$ cat src/rtl/if_id_stage_reg_pkg.sv
// Shared IF/ID definitions: FSM encoding, NOP, field positions.
// Imported by the IF/ID register and its skid buffer.
package if_id_stage_reg_pkg;

    localparam int          XLEN_DEFAULT = 32;
    localparam logic [31:0] NOP_DEFAULT  = 32'h0000_0013;

    typedef enum logic [1:0] {
        ST_RUN    = 2'd0,
        ST_STALL  = 2'd1,
        ST_SQUASH = 2'd2
    } state_e;

    localparam int RD_LSB  = 7;
    localparam int OPC_LSB = 2;
    localparam int F3_LSB  = 12;
    localparam int RS1_LSB = 15;
    localparam int RS2_LSB = 20;

endpackage

$ cat src/rtl/if_id_stage_reg_skid.sv
// One-entry {instr,pc} holding register for IMEM responses
// that arrive while decode is stalled.
import if_id_stage_reg_pkg::*;

module if_id_stage_reg_skid #(
    parameter int XLEN = XLEN_DEFAULT
) (
    input  logic            clk_i,
    input  logic            reset_i,
    input  logic            load,
    input  logic            clear,
    input  logic [31:0]     load_instr,
    input  logic [XLEN-1:0] load_pc,
    output logic [31:0]     instr,
    output logic [XLEN-1:0] pc,
    output logic            full
);

    // Clear wins over load; a full entry is never overwritten.
    always_ff @(posedge clk_i) begin
        if (!reset_i) begin
            full  <= 1'b0;
            instr <= '0;
            pc    <= '0;
        end else if (clear) begin
            full <= 1'b0;
        end else if (load && !full) begin
            full  <= 1'b1;
            instr <= load_instr;
            pc    <= load_pc;
        end
    end

endmodule

$ cat src/rtl/if_id_stage_reg.sv
// IF/ID pipeline register with stall skid and post-flush squash.
// Optional counters: define IF_ID_STALL_CNT_EN.
import if_id_stage_reg_pkg::*;

module if_id_stage_reg #(
    parameter int          XLEN      = XLEN_DEFAULT,
    parameter logic [31:0] NOP_INSTR = NOP_DEFAULT
) (
    input  logic            clk_i,
    input  logic            reset_i,
    input  logic [31:0]     instr_i,
    input  logic            instr_valid_i,
    input  logic [XLEN-1:0] pc_IF_i,
    input  logic            hazard_stall_i,
    input  logic            flush_i,
    output logic [31:0]     instr_ID_o,
    output logic [XLEN-1:0] pc_ID_o,
    output logic            valid_ID_o,
    output logic [4:0]      rs1_o,
    output logic [4:0]      rs2_o,
    output logic [4:0]      rd_o,
    output logic [4:0]      opcode_o,
    output logic [2:0]      funct3_o,
    output logic            stall_IF_o,
    output logic [31:0]     stall_cnt_o,
    output logic [31:0]     flush_cnt_o
);

    state_e state_q, state_d;

    logic            skid_load, skid_clear, skid_full;
    logic [31:0]     skid_instr;
    logic [XLEN-1:0] skid_pc;

    logic id_kill, id_load_fetch, id_load_skid;

    if_id_stage_reg_skid #(.XLEN(XLEN)) u_skid (
        .clk_i      (clk_i),
        .reset_i    (reset_i),
        .load       (skid_load),
        .clear      (skid_clear),
        .load_instr (instr_i),
        .load_pc    (pc_IF_i),
        .instr      (skid_instr),
        .pc         (skid_pc),
        .full       (skid_full)
    );

    // State register.
    always_ff @(posedge clk_i) begin
        if (!reset_i) state_q <= ST_RUN;
        else          state_q <= state_d;
    end

    // Next state: flush beats stall in every state.
    always_comb begin
        state_d = state_q;
        unique case (state_q)
            ST_RUN: begin
                if (flush_i)
                    state_d = ST_SQUASH;
                else if (hazard_stall_i && instr_valid_i)
                    state_d = ST_STALL;
            end
            ST_STALL: begin
                if (flush_i)              state_d = ST_SQUASH;
                else if (!hazard_stall_i) state_d = ST_RUN;
            end
            ST_SQUASH: begin
                state_d = flush_i ? ST_SQUASH : ST_RUN;
            end
            default: state_d = ST_RUN;
        endcase
    end

    // Per-state control for the ID register and skid.
    always_comb begin
        stall_IF_o    = 1'b0;
        skid_load     = 1'b0;
        skid_clear    = 1'b0;
        id_kill       = 1'b0;
        id_load_fetch = 1'b0;
        id_load_skid  = 1'b0;
        unique case (state_q)
            ST_RUN: begin
                stall_IF_o    = hazard_stall_i;
                id_kill       = flush_i;
                skid_load     = !flush_i && hazard_stall_i
                              && instr_valid_i;
                id_load_fetch = !flush_i && !hazard_stall_i;
            end
            ST_STALL: begin
                stall_IF_o   = 1'b1;
                id_kill      = flush_i;
                skid_clear   = flush_i || !hazard_stall_i;
                id_load_skid = !flush_i && !hazard_stall_i;
            end
            ST_SQUASH: begin
                id_kill = 1'b1;
            end
            default: begin
                id_kill = 1'b1;
            end
        endcase
    end

    // ID register; pc is left alone when killed or held.
    always_ff @(posedge clk_i) begin
        if (!reset_i) begin
            instr_ID_o <= NOP_INSTR;
            pc_ID_o    <= '0;
            valid_ID_o <= 1'b0;
        end else if (id_kill) begin
            instr_ID_o <= NOP_INSTR;
            valid_ID_o <= 1'b0;
        end else if (id_load_skid) begin
            instr_ID_o <= skid_instr;
            pc_ID_o    <= skid_pc;
            valid_ID_o <= 1'b1;
        end else if (id_load_fetch) begin
            instr_ID_o <= instr_valid_i ? instr_i : NOP_INSTR;
            pc_ID_o    <= pc_IF_i;
            valid_ID_o <= instr_valid_i;
        end
    end

    assign rs1_o    = instr_ID_o[RS1_LSB +: 5];
    assign rs2_o    = instr_ID_o[RS2_LSB +: 5];
    assign rd_o     = instr_ID_o[RD_LSB  +: 5];
    assign opcode_o = instr_ID_o[OPC_LSB +: 5];
    assign funct3_o = instr_ID_o[F3_LSB  +: 3];

`ifdef IF_ID_STALL_CNT_EN
    // Saturating stall-cycle and flush-event counters.
    always_ff @(posedge clk_i) begin
        if (!reset_i) begin
            stall_cnt_o <= '0;
            flush_cnt_o <= '0;
        end else begin
            if (stall_IF_o && stall_cnt_o != 32'hFFFF_FFFF)
                stall_cnt_o <= stall_cnt_o + 32'd1;
            if (flush_i && flush_cnt_o != 32'hFFFF_FFFF)
                flush_cnt_o <= flush_cnt_o + 32'd1;
        end
    end
`else
    assign stall_cnt_o = '0;
    assign flush_cnt_o = '0;
`endif

endmodule

$ cat config.mk
export PLATFORM = sky130hd
export DESIGN_NAME = if_id_stage_reg
export DESIGN_NICKNAME = d
export VERILOG_FILES = /design/src/rtl/if_id_stage_reg_pkg.sv /design/src/rtl/if_id_stage_reg_skid.sv /design/src/rtl/if_id_stage_reg.sv
export SDC_FILE = /design/constraint.sdc
export NUM_CORES = 1
export LEC_CHECK = 0
export CAP_MARGIN = 15
export CELL_PAD_IN_SITES_DETAIL_PLACEMENT = 1
export CELL_PAD_IN_SITES_GLOBAL_PLACEMENT = 1
export CORE_AREA = 4 4 130 132
export DETAILED_ROUTE_END_ITERATION = 12
export DIE_AREA = 0 0 134 136
export DONT_BUFFER_PORTS = 1
export GPL_TIMING_DRIVEN = 0
export PLACE_DENSITY_LB_ADDON = 0.2
export SYNTH_ARGS = -nofsm -noshare
export SYNTH_HDL_FRONTEND = slang
export SYNTH_SLANG_ARGS = --single-unit
export TNS_END_PERCENT = 5
$ cat constraint.sdc
create_clock -name clk_i -period 1.8 [get_ports clk_i]
set_input_delay 0.36 -clock clk_i [delete_from_list [all_inputs] [get_ports clk_i]]
set_output_delay 0.36 -clock clk_i [all_outputs]
set_load 0.01 [all_outputs]
==> flow_summary.json, run 1 <==
{
  "outcome": "finished with violations",
  "violated_checks": "negative setup slack",
  "cell_internal_pwr_uw": 5800,
  "gate_power_share": 0.125,
  "final_cells": 1035,
  "worst_hold_path_type": "in2reg",
  "finalHoldViolCount": 0,
  "syn_area_sq_um": 6510,
  "fmax_ghz": 0.551,
  "worstMarginPinSlew_ns": 0.648,
  "worst-setup-path-type": "reg2out",
  "path_clk_slew_ns": 0.06,
  "final.min_clock_period_ns": 1.82,
  "switching_power_uw": 1960,
  "ioPinCount": 222,
  "num_cts_buffers": 17,
  "hold_buffers": 0,
  "global_route_wire_length_before_repair_mm": 31.1,
  "swShare": 0.252,
  "post_synth_most_frequent_cells": "136 x nand2_1, 132 x dfxtp_1, 94 x buf_4",
  "drt.antenna.violating_nets": 0,
  "maximum_capacitance_violations": 0,
  "footprint_of_the_multi_input_gates_sq_um": 3090,
  "n_antenna_cell": 0,
  "power.share.sequential": 0.413,
  "power_density_nw_per_um2": 1000,
  "slowest_delay_ns": 0.35,
  "floorplan.die_area_sq_um": 18200,
  "syn_area_per_cell_sq_um": 9.03,
  "synth.yosys.seq_area_share": 0.406,
  "row_count": 46,
  "holdPathEnd": "u_skid.pc[28]$_SDFFE_PN0P_",
  "drt_iter0_drc": 243,
  "tritoncts": "built",
  "detail_route.drc_violations": 0,
  "r2r_cells": 6,
  "cp.arrival_ns": 1.46,
  "via_cell_ratio": 5.18,
  "place.gp.congestion": 0.806,
  "clk-insertion-delay-late_ns": 0.42,
  "p_leak_uw": 0.00337,
  "ff2ff_setup_slack_ns": -0.01,
  "netlist_instances": 721,
  "routed_wl_mm": 20.2,
  "totalNegativeSetupSlack_ns": -0.0312,
  "synth_top_cells_by_area": "dfxtp_1 41%, buf_4 11%, mux2i_1 9.8%, nand2_1 7.8%, o221a_2 5.4%",
  "clock_power_share": 0.462,
  "post-dp-hpwl_mm": 14.8,
  "fill_cell_total_of_the_finished_layout": 1857,
  "unrepaired_setup_endpoints_after_global_routing": "yes",
  "path_max_fanout": 9,
  "cts_buffer_depth": 2,
  "drtPass1Iterations": 5,
  "chipWidth_microns": 134,
  "skew_ns": 0.00686,
  "maxSlewHeadroom": 0.568,
  "synth-seq-cells": 132,
  "floorplan.die.height_microns": 136,
  "r2r-start": "state_q[1]$_SDFFE_PN0P_",
  "timing.critical_path.from_type": "register",
  "timing.critical_path.cells": "inv_2 -> ha_1 -> buf_6 -> inv_4 -> clkbuf_8 -> nand2_2",
  "areaGrowthSynthToFinish_pct": 19.0,
  "synth.largest_area_cell": "dfxtp_1",
  "clock_tree.htree_level_count": 4,
  "cts_root_buf": "clkbuf_16",
  "timing.critical_path.to_type": "output port",
  "grt_max_degree": 17,
  "synth-edff-count": 0,
  "dominantRegCellSynth": "dfxtp_1",
  "final-max-slew-violation-count": 0,
  "slowest_stage": "dfxtp_2",
  "core_region_area_sq_um": 15700,
  "antenna_violations_before_repair": 0,
  "track_usage": 0.219,
  "report.final.setup_viol": 3,
  "holdPathStages": 2,
  "clock-sinks": 132,
  "share_of_layout_cells_above_drive_strength_1": 0.250,
  "numPortBuffers": 0,
  "worst_ep_required_time_ns": 1.44,
  "final_net_count": 878,
  "dpl.cell_count": 1000,
  "min_from": "pc_IF_i[28]",
  "top_cell_type_s_share_of_synthesized_area": 0.406,
  "worst_case_vdd_ir_drop_uv": 770,
  "postLayoutSetupSlackWorst_ns": -0.0155,
  "initial_core_util": 0.414,
  "total_via_count_after_detailed_routing": 5364,
  "worst_r2r_endpoint": "instr_ID_o[1]$_SDFFE_PP1P_",
  "first_global_vias": 5794,
  "congestion_overflow_gr": 0,
  "synth-async-reset-ratio": 0,
  "synth-warning-count": 0,
  "wire_per_inst_microns": 19.5,
  "synth_cell_type_count": 39,
  "layout_worst_path_cycle_share": 1.01,
  "regArea_sq_um": 2650,
  "yosys.cell_count.top_type": "nand2_1"
}
power by group through the flow:
stage,Sequential [uW],Combinational [uW],Clock [uW]
CTS,3210,963,3650
detailed placement,3270,923,0
global route,3220,1070,3800
global placement,3260,889,0
floorplan,3220,741,0
finish,3200,973,3590
critical path, delay by kind of cell, from the launching register on:
kind	cells	cell delay [ns]
flip-flops	1	0.35
AND/OR/NAND/NOR	1	0.07
adder cells (fa/ha/maj)	1	0.19
buffers and inverters	4	0.44
metal layers:
layer,vias to the layer above,share of wire,GRT usage
met3,21,0.089,0.0840
met4,0,0.014,0.0714
met1,2651,0.38,0.234
li1,2523,-,-
met2,169,0.52,0.399
met5,-,0,0
registers in the layout, indices dropped and copies added, names as in the netlist:
name and count:
u_skid.full 1, valid_ID_o 1, pc_ID_o 32, state_q 2
u_skid.pc 32, instr_ID_o 32, u_skid.instr 32
cells in the final DEF, fill, tap and decap left out, drive strengths merged, types with 2 or more instances in the layout:
cell type / count
a2bb2oi: 32
inv: 21
nor2: 37
bufinv: 3
clkbuf: 51
conb: 64
o221a: 32
clkinv: 6
a32o: 12
a21o: 12
nor3b: 2
buf: 122
a221o: 2
nor2b: 4
a21oi: 17
ha: 3
a221oi: 17
mux2: 2
dfxtp: 132
o21ai: 23
mux2i: 64
nand2b: 15
nand2: 136
how the worst max path moves through the flow:
stage	end	slack, ns	start	cells past startpoint
final	stall_IF_o	-0.02	state_q[1]$_SDFFE_PN0P_	6
after global routing	instr_ID_o[1]$_SDFFE_PP1P_	-0.08	state_q[1]$_SDFFE_PN0P_	6
after CTS	stall_IF_o	-0.06	state_q[0]$_SDFFE_PN0P_	6
after detailed placement	instr_ID_o[27]$_SDFFE_PP0P_	-0.17	state_q[0]$_SDFFE_PN0P_	6
after global placement	instr_ID_o[26]$_SDFFE_PP0P_	-0.04	state_q[0]$_SDFFE_PN0P_	6
after floorplan	instr_ID_o[1]$_SDFFE_PP1P_	0.12	state_q[1]$_SDFFE_PN0P_	6
final cells by class:
cell class / count / area share
multi-input combinational: 483 / 0.399
sequential: 132 / 0.341
buffer: 148 / 0.132
clock buffer: 22 / 0.0625
tap: 216 / 0.0349
clock inverter: 10 / 0.0165
inverter: 21 / 0.0105
timing repair buffer: 3 / 0.00291
repair_timing:
item	4_1_cts	5_1_grt
setup endpoints to repair	56	86
resized for setup	27	11
setup buffers	2	1
pin swaps	2	2
through the flow:
| stage | area (sq um) | hold WS, ns | utilization | setup WS, ns | total power, uW |
|---|---|---|---|---|---|
| 2_1_floorplan | 6750 | 0.430 | - | 0.117 | 3970 |
| 3_3_place_gp | 7020 | 0.436 | 0.446 | -0.0357 | 4150 |
| 3_5_place_dp | 7020 | 0.449 | 0.446 | -0.166 | 4190 |
| 4_1_cts | 7730 | 0.0624 | 0.492 | -0.0575 | 7810 |
| 5_1_grt | 7750 | 0.0715 | 0.493 | -0.0831 | 8080 |
| 6_report | 7750 | 0.0787 | 0.493 | -0.0155 | 7760 |
cell families (layout without fill, tap and decap cells):
family,count (synthesis),count (layout),synth area share
compound gates,153,153,0.195
fa+ha+maj,3,3,0.00577
buf+inv,169,204,0.162
flops,132,132,0.406
mux,66,66,0.102
other cells,1,64,0.000576
simple gates,197,197,0.129
(Power assumes the default switching activity.)
==> run 2, diff against run 1 <==
--- a/config.mk
+++ b/config.mk
@@ -8,10 +8,9 @@
 export CAP_MARGIN = 15
 export CELL_PAD_IN_SITES_DETAIL_PLACEMENT = 1
 export CELL_PAD_IN_SITES_GLOBAL_PLACEMENT = 1
-export CORE_AREA = 4 4 130 132
+export CORE_AREA = 4 4 140 142
 export DETAILED_ROUTE_END_ITERATION = 12
-export DIE_AREA = 0 0 134 136
-export DONT_BUFFER_PORTS = 1
+export DIE_AREA = 0 0 144 146
 export GPL_TIMING_DRIVEN = 0
 export PLACE_DENSITY_LB_ADDON = 0.2
 export SYNTH_ARGS = -nofsm -noshare
==> constraint.sdc (replaced) <==
create_clock -name clk_i -period 2.3 [get_ports clk_i]
set_input_delay 0.46 -clock clk_i [delete_from_list [all_inputs] [get_ports clk_i]]
set_output_delay 0.46 -clock clk_i [all_outputs]
set_load 0.01 [all_outputs]
==> run 2 against run 1 <==
Against the previous run: the run now ends clean; first-iteration DRC count is 3.7% lower; hold slack better by 0.37 ns; clock skew down 0.00058 ns; setup slack improved by 0.11 ns; largest power group unchanged.
==> flow_summary.json, run 2 (synthesis gave the netlist of run 1 again) <==
{
  "p_leak_uw": 0.00390,
  "drt_iter0_drc": 234,
  "num_cts_buffers": 17,
  "fill_cell_total_of_the_finished_layout": 2184,
  "floorplan.die.height_microns": 146,
  "chipWidth_microns": 144,
  "worstMarginPinSlew_ns": 0.658,
  "areaGrowthSynthToFinish_pct": 42.0,
  "total_via_count_after_detailed_routing": 5815,
  "clock_tree.htree_level_count": 4,
  "skew_ns": 0.00627,
  "congestion_overflow_gr": 0,
  "final.hold.worst_slack_ns": 0.453,
  "cp.arrival_ns": 1.75,
  "footprint_of_the_multi_input_gates_sq_um": 3060,
  "final.min_clock_period_ns": 2.21,
  "numPortBuffers": 156,
  "post-route-cell-area_sq_um": 9250,
  "first_global_vias": 6114,
  "clock-sinks": 132,
  "row_count": 50,
  "cts_post_setup_buffers_inserted": 0,
  "tritoncts": "built",
  "finalHoldViolCount": 0,
  "worst_ep_required_time_ns": 1.84,
  "cts_buffer_depth": 2,
  "global_route_wire_length_before_repair_mm": 32.2,
  "fmax_ghz": 0.453,
  "antenna_violations_before_repair": 1,
  "wire_per_inst_microns": 16.7,
  "initial_core_util": 0.353,
  "report.final.setup_viol": 0,
  "maximum_capacitance_violations": 0,
  "final-max-slew-violation-count": 0,
  "hold_buffers": 0,
  "power_density_nw_per_um2": 693,
  "outcome": "completed",
  "ioPinCount": 222,
  "dpl.cell_count": 1174,
  "regArea_sq_um": 2640,
  "post-layout-total-power_uw": 6400,
  "worst-setup-path-type": "reg2out",
  "mostFrequentLayoutCell": "clkdlybuf4s50_1",
  "cts_root_buf": "clkbuf_16",
  "detail_route.drc_violations": 0,
  "final_cells": 1204,
  "maxSlewHeadroom": 0.561,
  "final_net_count": 1029,
  "path_clk_slew_ns": 0.06,
  "grt_max_degree": 20,
  "place.gp.congestion": 0.759,
  "layout_worst_path_cycle_share": 0.961,
  "core_region_area_sq_um": 18500,
  "worst_case_vdd_ir_drop_uv": 552,
  "totalNegativeSetupSlack_ns": 0,
  "via_cell_ratio": 4.83,
  "path_max_fanout": 10,
  "most-common-layout-cells": "155 x clkdlybuf4s50_1, 136 x nand2_1, 131 x dfxtp_1, 94 x buf_4",
  "track_usage": 0.192,
  "n_antenna_cell": 0,
  "floorplan.die_area_sq_um": 21000,
  "share_of_layout_cells_above_drive_strength_1": 0.195,
  "drt.antenna.violating_nets": 0,
  "routed_wl_mm": 20.1,
  "worst_hold_path_type": "reg2reg",
  "post-dp-hpwl_mm": 14.8,
  "timing.critical_path.to_type": "output port",
  "post_dp_cell_area_sq_um": 8600,
  "unrepaired_setup_endpoints_after_global_routing": "no",
  "timing.critical_path.from_type": "register",
  "drtPass1Iterations": 4,
  "clk-insertion-delay-late_ns": 0.41
}
## run 2: through the flow
step,utilization,setup WS [ns]
floorplan,-,0.613
global placement,0.466,-0.468
detailed placement,0.466,-0.495
CTS,0.501,0.00670
global route,0.501,0.00581
finish,0.501,0.0903
## run 2: routing by layer
metal / part of all wire / vias up / global-route usage
li1: - / 2827 / -
met1: 0.43 / 2805 / 0.237
met2: 0.49 / 167 / 0.330
met3: 0.066 / 14 / 0.0552
met4: 0.0082 / 2 / 0.0400
met5: 0.00065 / - / 0
## run 2: worst max-delay path: stages (launching register included)
cell and delay, ns:
dfxtp_1 0.32, inv_1 0.11, ha_4 0.18, buf_6 0.16, buf_6 0.16, nand2_1 0.06, nand2_1 0.08, dlygate4sd2_1 0.27
## run 2: repair_timing
action | in CTS | in global routing
setup endpoints to repair | 1 | 1
resized for setup | 7 | 4
hold endpoints to repair | 0 | 0
## run 2: final cells by class
| class | count | area share |
|---|---|---|
| multi-input combinational | 483 | 0.331 |
| sequential | 132 | 0.286 |
| timing repair buffer | 156 | 0.169 |
| buffer | 146 | 0.106 |
| clock buffer | 18 | 0.0475 |
| tap | 234 | 0.0317 |
| clock inverter | 14 | 0.0199 |
| inverter | 21 | 0.00880 |
## run 2: final timing paths
check	startpoint	cells after the start	endpoint	slack (ns)
worst max-delay path	state_q[1]$_SDFFE_PN0P_	7	stall_IF_o	0.09
worst min-delay path	u_skid.instr[13]$_SDFFE_PN0P_	2	u_skid.instr[13]$_SDFFE_PN0P_	0.45
worst max register to register	state_q[1]$_SDFFE_PN0P_	7	instr_ID_o[19]$_SDFFE_PP0P_	0.28
worst min register to register	u_skid.instr[13]$_SDFFE_PN0P_	2	u_skid.instr[13]$_SDFFE_PN0P_	0.45
## run 2: report_power, final
group / leakage [uW] / total (uW) / switching, uW / internal, uW
Combinational: 0.00251 / 1060 / 516 / 549
Clock: 0.000310 / 2880 / 1050 / 1840
Sequential: 0.00108 / 2460 / 62.5 / 2390
Total: 0.00390 / 6400 / 1620 / 4780
==> run 3, diff against run 2 <==
--- a/config.mk
+++ b/config.mk
@@ -5,12 +5,13 @@
 export SDC_FILE = /design/constraint.sdc
 export NUM_CORES = 1
 export LEC_CHECK = 0
+export ABC_AREA = 1
 export CAP_MARGIN = 15
 export CELL_PAD_IN_SITES_DETAIL_PLACEMENT = 1
 export CELL_PAD_IN_SITES_GLOBAL_PLACEMENT = 1
-export CORE_AREA = 4 4 140 142
+export CORE_AREA = 4 4 149 151
 export DETAILED_ROUTE_END_ITERATION = 12
-export DIE_AREA = 0 0 144 146
+export DIE_AREA = 0 0 153 155
 export GPL_TIMING_DRIVEN = 0
 export PLACE_DENSITY_LB_ADDON = 0.2
 export SYNTH_ARGS = -nofsm -noshare
==> run 3 against run 2 <==
Against the previous run: via count is 21% higher; clock-buffer cell count unchanged; global-route usage shrank 0.15 points; largest cell class unchanged; wire length rose by 12%; die area is 13% higher; cell area is 5.2% higher; combinational power about the same; core utilization down 3.4 points; sequential power is essentially flat; largest power group unchanged; sequential share of layout area fell by 1.4 points.
==> flow_summary.json, run 3 <==
{
  "first_global_vias": 7129,
  "drtPass1Iterations": 4,
  "dominantRegCellSynth": "dfxtp_1",
  "slowest_stage": "dfxtp_1",
  "cts_root_buf": "clkbuf_16",
  "synth-edff-count": 0,
  "finalHoldViolCount": 0,
  "final_net_count": 1453,
  "syn_area_per_cell_sq_um": 6.12,
  "chipWidth_microns": 153,
  "via_cell_ratio": 4.20,
  "p_leak_uw": 0.00524,
  "synth-warning-count": 0,
  "holdPathStages": 2,
  "post_synth_mux_area_share": 0,
  "yosys.cell_count.top_type": "nand2_1",
  "fill_cell_total_of_the_finished_layout": 2837,
  "power_density_nw_per_um2": 644,
  "post-layout-total-power_uw": 6260,
  "worst_ep_required_time_ns": 1.84,
  "path_buf_inv": 4,
  "synth_compound_area_frac": 0.0515,
  "synth-adder-area-share": 0.00536,
  "worst-setup-path-type": "reg2out",
  "timing.critical_path.from_type": "register",
  "share_of_layout_cells_above_drive_strength_1": 0.118,
  "fmax_ghz": 0.471,
  "place.gp.congestion": 0.787,
  "tritoncts": "built",
  "path_clk_slew_ns": 0.06,
  "totalNegativeSetupSlack_ns": 0,
  "core_region_area_sq_um": 20800,
  "final.min_clock_period_ns": 2.12,
  "drt.antenna.violating_nets": 0,
  "clock-sinks": 132,
  "row_count": 53,
  "postLayoutSetupSlackWorst_ns": 0.179,
  "layout_worst_path_cycle_share": 0.922,
  "synthXorXnorAreaFrac": 0,
  "track_usage": 0.190,
  "mostFrequentLayoutCell": "nand2_1",
  "footprint_of_the_multi_input_gates_sq_um": 3000,
  "grt_max_degree": 17,
  "synth.yosys.seq_area_share": 0.377,
  "post-dp-hpwl_mm": 16.7,
  "most-common-layout-cells": "431 x nand2_1, 180 x nor2_1, 165 x inv_1, 154 x clkdlybuf4s50_1, 132 x dfxtp_1",
  "regArea_sq_um": 2640,
  "worstMarginPinSlew_ns": 0.620,
  "global_route_wire_length_before_repair_mm": 36.5,
  "netlist_instances": 1144,
  "synth_top_cells_by_area": "dfxtp_1 38%, nand2_1 23%, buf_4 9.6%, nor2_1 9.6%, inv_1 8.8%",
  "drt_iter0_drc": 162,
  "synth_area_in_simple_gates": 0.338,
  "initial_core_util": 0.336,
  "post_synth_most_frequent_cells": "431 x nand2_1, 180 x nor2_1, 165 x inv_1",
  "ioPinCount": 222,
  "final_cells": 1671,
  "synth-async-reset-ratio": 0,
  "maximum_capacitance_violations": 0,
  "slowest_delay_ns": 0.35,
  "skew_ns": 0.00945,
  "routed_wl_mm": 22.5,
  "cp.depth": 6,
  "dpl.cell_count": 1637,
  "crit_family": "buffers and inverters",
  "antenna_violations_before_repair": 1,
  "wire_per_inst_microns": 13.5,
  "path_max_fanout": 7,
  "clk-insertion-delay-late_ns": 0.42,
  "areaGrowthSynthToFinish_pct": 38.8,
  "dp_slack_ns": -0.0943,
  "top_cell_type_s_share_of_synthesized_area": 0.377,
  "timing.critical_path.to_type": "output port",
  "numPortBuffers": 155,
  "hold_buffers": 0,
  "cp.arrival_ns": 1.66,
  "maxSlewHeadroom": 0.587,
  "syn_area_sq_um": 7000,
  "synth.largest_area_cell": "dfxtp_1",
  "worst_hold_path_type": "reg2reg",
  "report.final.setup_viol": 0,
  "worst_case_vdd_ir_drop_uv": 467,
  "timing.critical_path.cells": "inv_1 -> ha_1 -> buf_2 -> inv_1 -> o21ai_1 -> dlygate4sd2_1",
  "cts_buffer_depth": 2,
  "synth-seq-cells": 132,
  "r2r_cells": 7,
  "final-max-slew-violation-count": 0,
  "unrepaired_setup_endpoints_after_global_routing": "no",
  "cpMostUsedCell": "inv_1",
  "synth_cell_type_count": 20,
  "total_via_count_after_detailed_routing": 7019,
  "floorplan.die_area_sq_um": 23700,
  "floorplan.die.height_microns": 155,
  "clock_tree.htree_level_count": 4,
  "congestion_overflow_gr": 0,
  "detail_route.drc_violations": 0,
  "num_cts_buffers": 17,
  "outcome": "completed",
  "main_combinational_cell_family_by_area_after_synthesis": "simple AND/OR/NAND/NOR gates"
}
[run 3: cell count changes after synthesis, moves of 16 or more]
cell / previous run / this run
a2bb2oi_1: 32 / 0
nand2_1: 136 / 431
o221a_2: 31 / 0
a21oi_1: 17 / 52
nor2_1: 35 / 180
a221oi_1: 17 / 0
buf_2: 17 / 33
mux2i_1: 64 / 0
inv_1: 20 / 165
[run 3: power by group]
part / internal, uW / total (uW) / switching [uW]
Sequential: 2410 / 2460 / 51.7
Combinational: 484 / 1050 / 570
Clock: 1610 / 2740 / 1140
Total: 4500 / 6260 / 1760
[run 3: metal layers]
metal | part of all wire | vias up | global-route usage
met5 | 0 | - | 0
met4 | 0.016 | 0 | 0.0526
met3 | 0.052 | 23 | 0.0439
met2 | 0.49 | 143 | 0.337
met1 | 0.44 | 3211 | 0.232
li1 | - | 3642 | -
[run 3: per-stage QoR]
stage               area [sq um]  utilization  hold slack (ns)
CTS                         9720        0.467            0.457
finish                      9720        0.467            0.451
global route                9720        0.467            0.479
floorplan                   7240            -            0.431
detailed placement          9130        0.439            0.448
global placement            9130        0.439            0.441
[run 3: cell families after synthesis]
kind of cell    count (synthesis)
simple gates                  623
buf+inv                       313
flops                         132
compound gates                 72
other cells                     1
fa+ha+maj                       3
[run 3: worst paths after layout]
| check | endpoint | slack (ns) | start |
|---|---|---|---|
| worst max-delay path | stall_IF_o | 0.18 | state_q[1]$_SDFFE_PN0P_ |
| worst min-delay path | u_skid.full$_SDFFE_PP0P_ | 0.45 | u_skid.full$_SDFFE_PP0P_ |
| worst max register to register | instr_ID_o[17]$_SDFFE_PP0P_ | 0.26 | state_q[1]$_SDFFE_PN0P_ |
| worst min register to register | u_skid.full$_SDFFE_PP0P_ | 0.45 | u_skid.full$_SDFFE_PP0P_ |
[run 3: cell type report]
type | count | area share
multi-input cells | 762 | 0.309
flip-flops and latches | 132 | 0.272
repair buffers | 155 | 0.159
plain buffers | 146 | 0.0994
inverters | 167 | 0.0645
clock buffers | 18 | 0.0441
well taps | 275 | 0.0354
clock inverters | 14 | 0.0160
diodes | 2 | 0.000515
[run 3: what timing repair did]
action                                  4_1_cts  5_1_grt
gates resized for setup                       2        0
endpoints found under the setup margin        1        0
setup buffers                                 0        0
[run 3: worst reg2reg max path, cell delays in order (launching register included)]
cell,delay (ns)
dfxtp_1,0.32
inv_1,0.08
ha_1,0.13
buf_2,0.20
nor2_1,0.08
nor2_2,0.41
clkbuf_1,0.52
a21oi_1,0.16
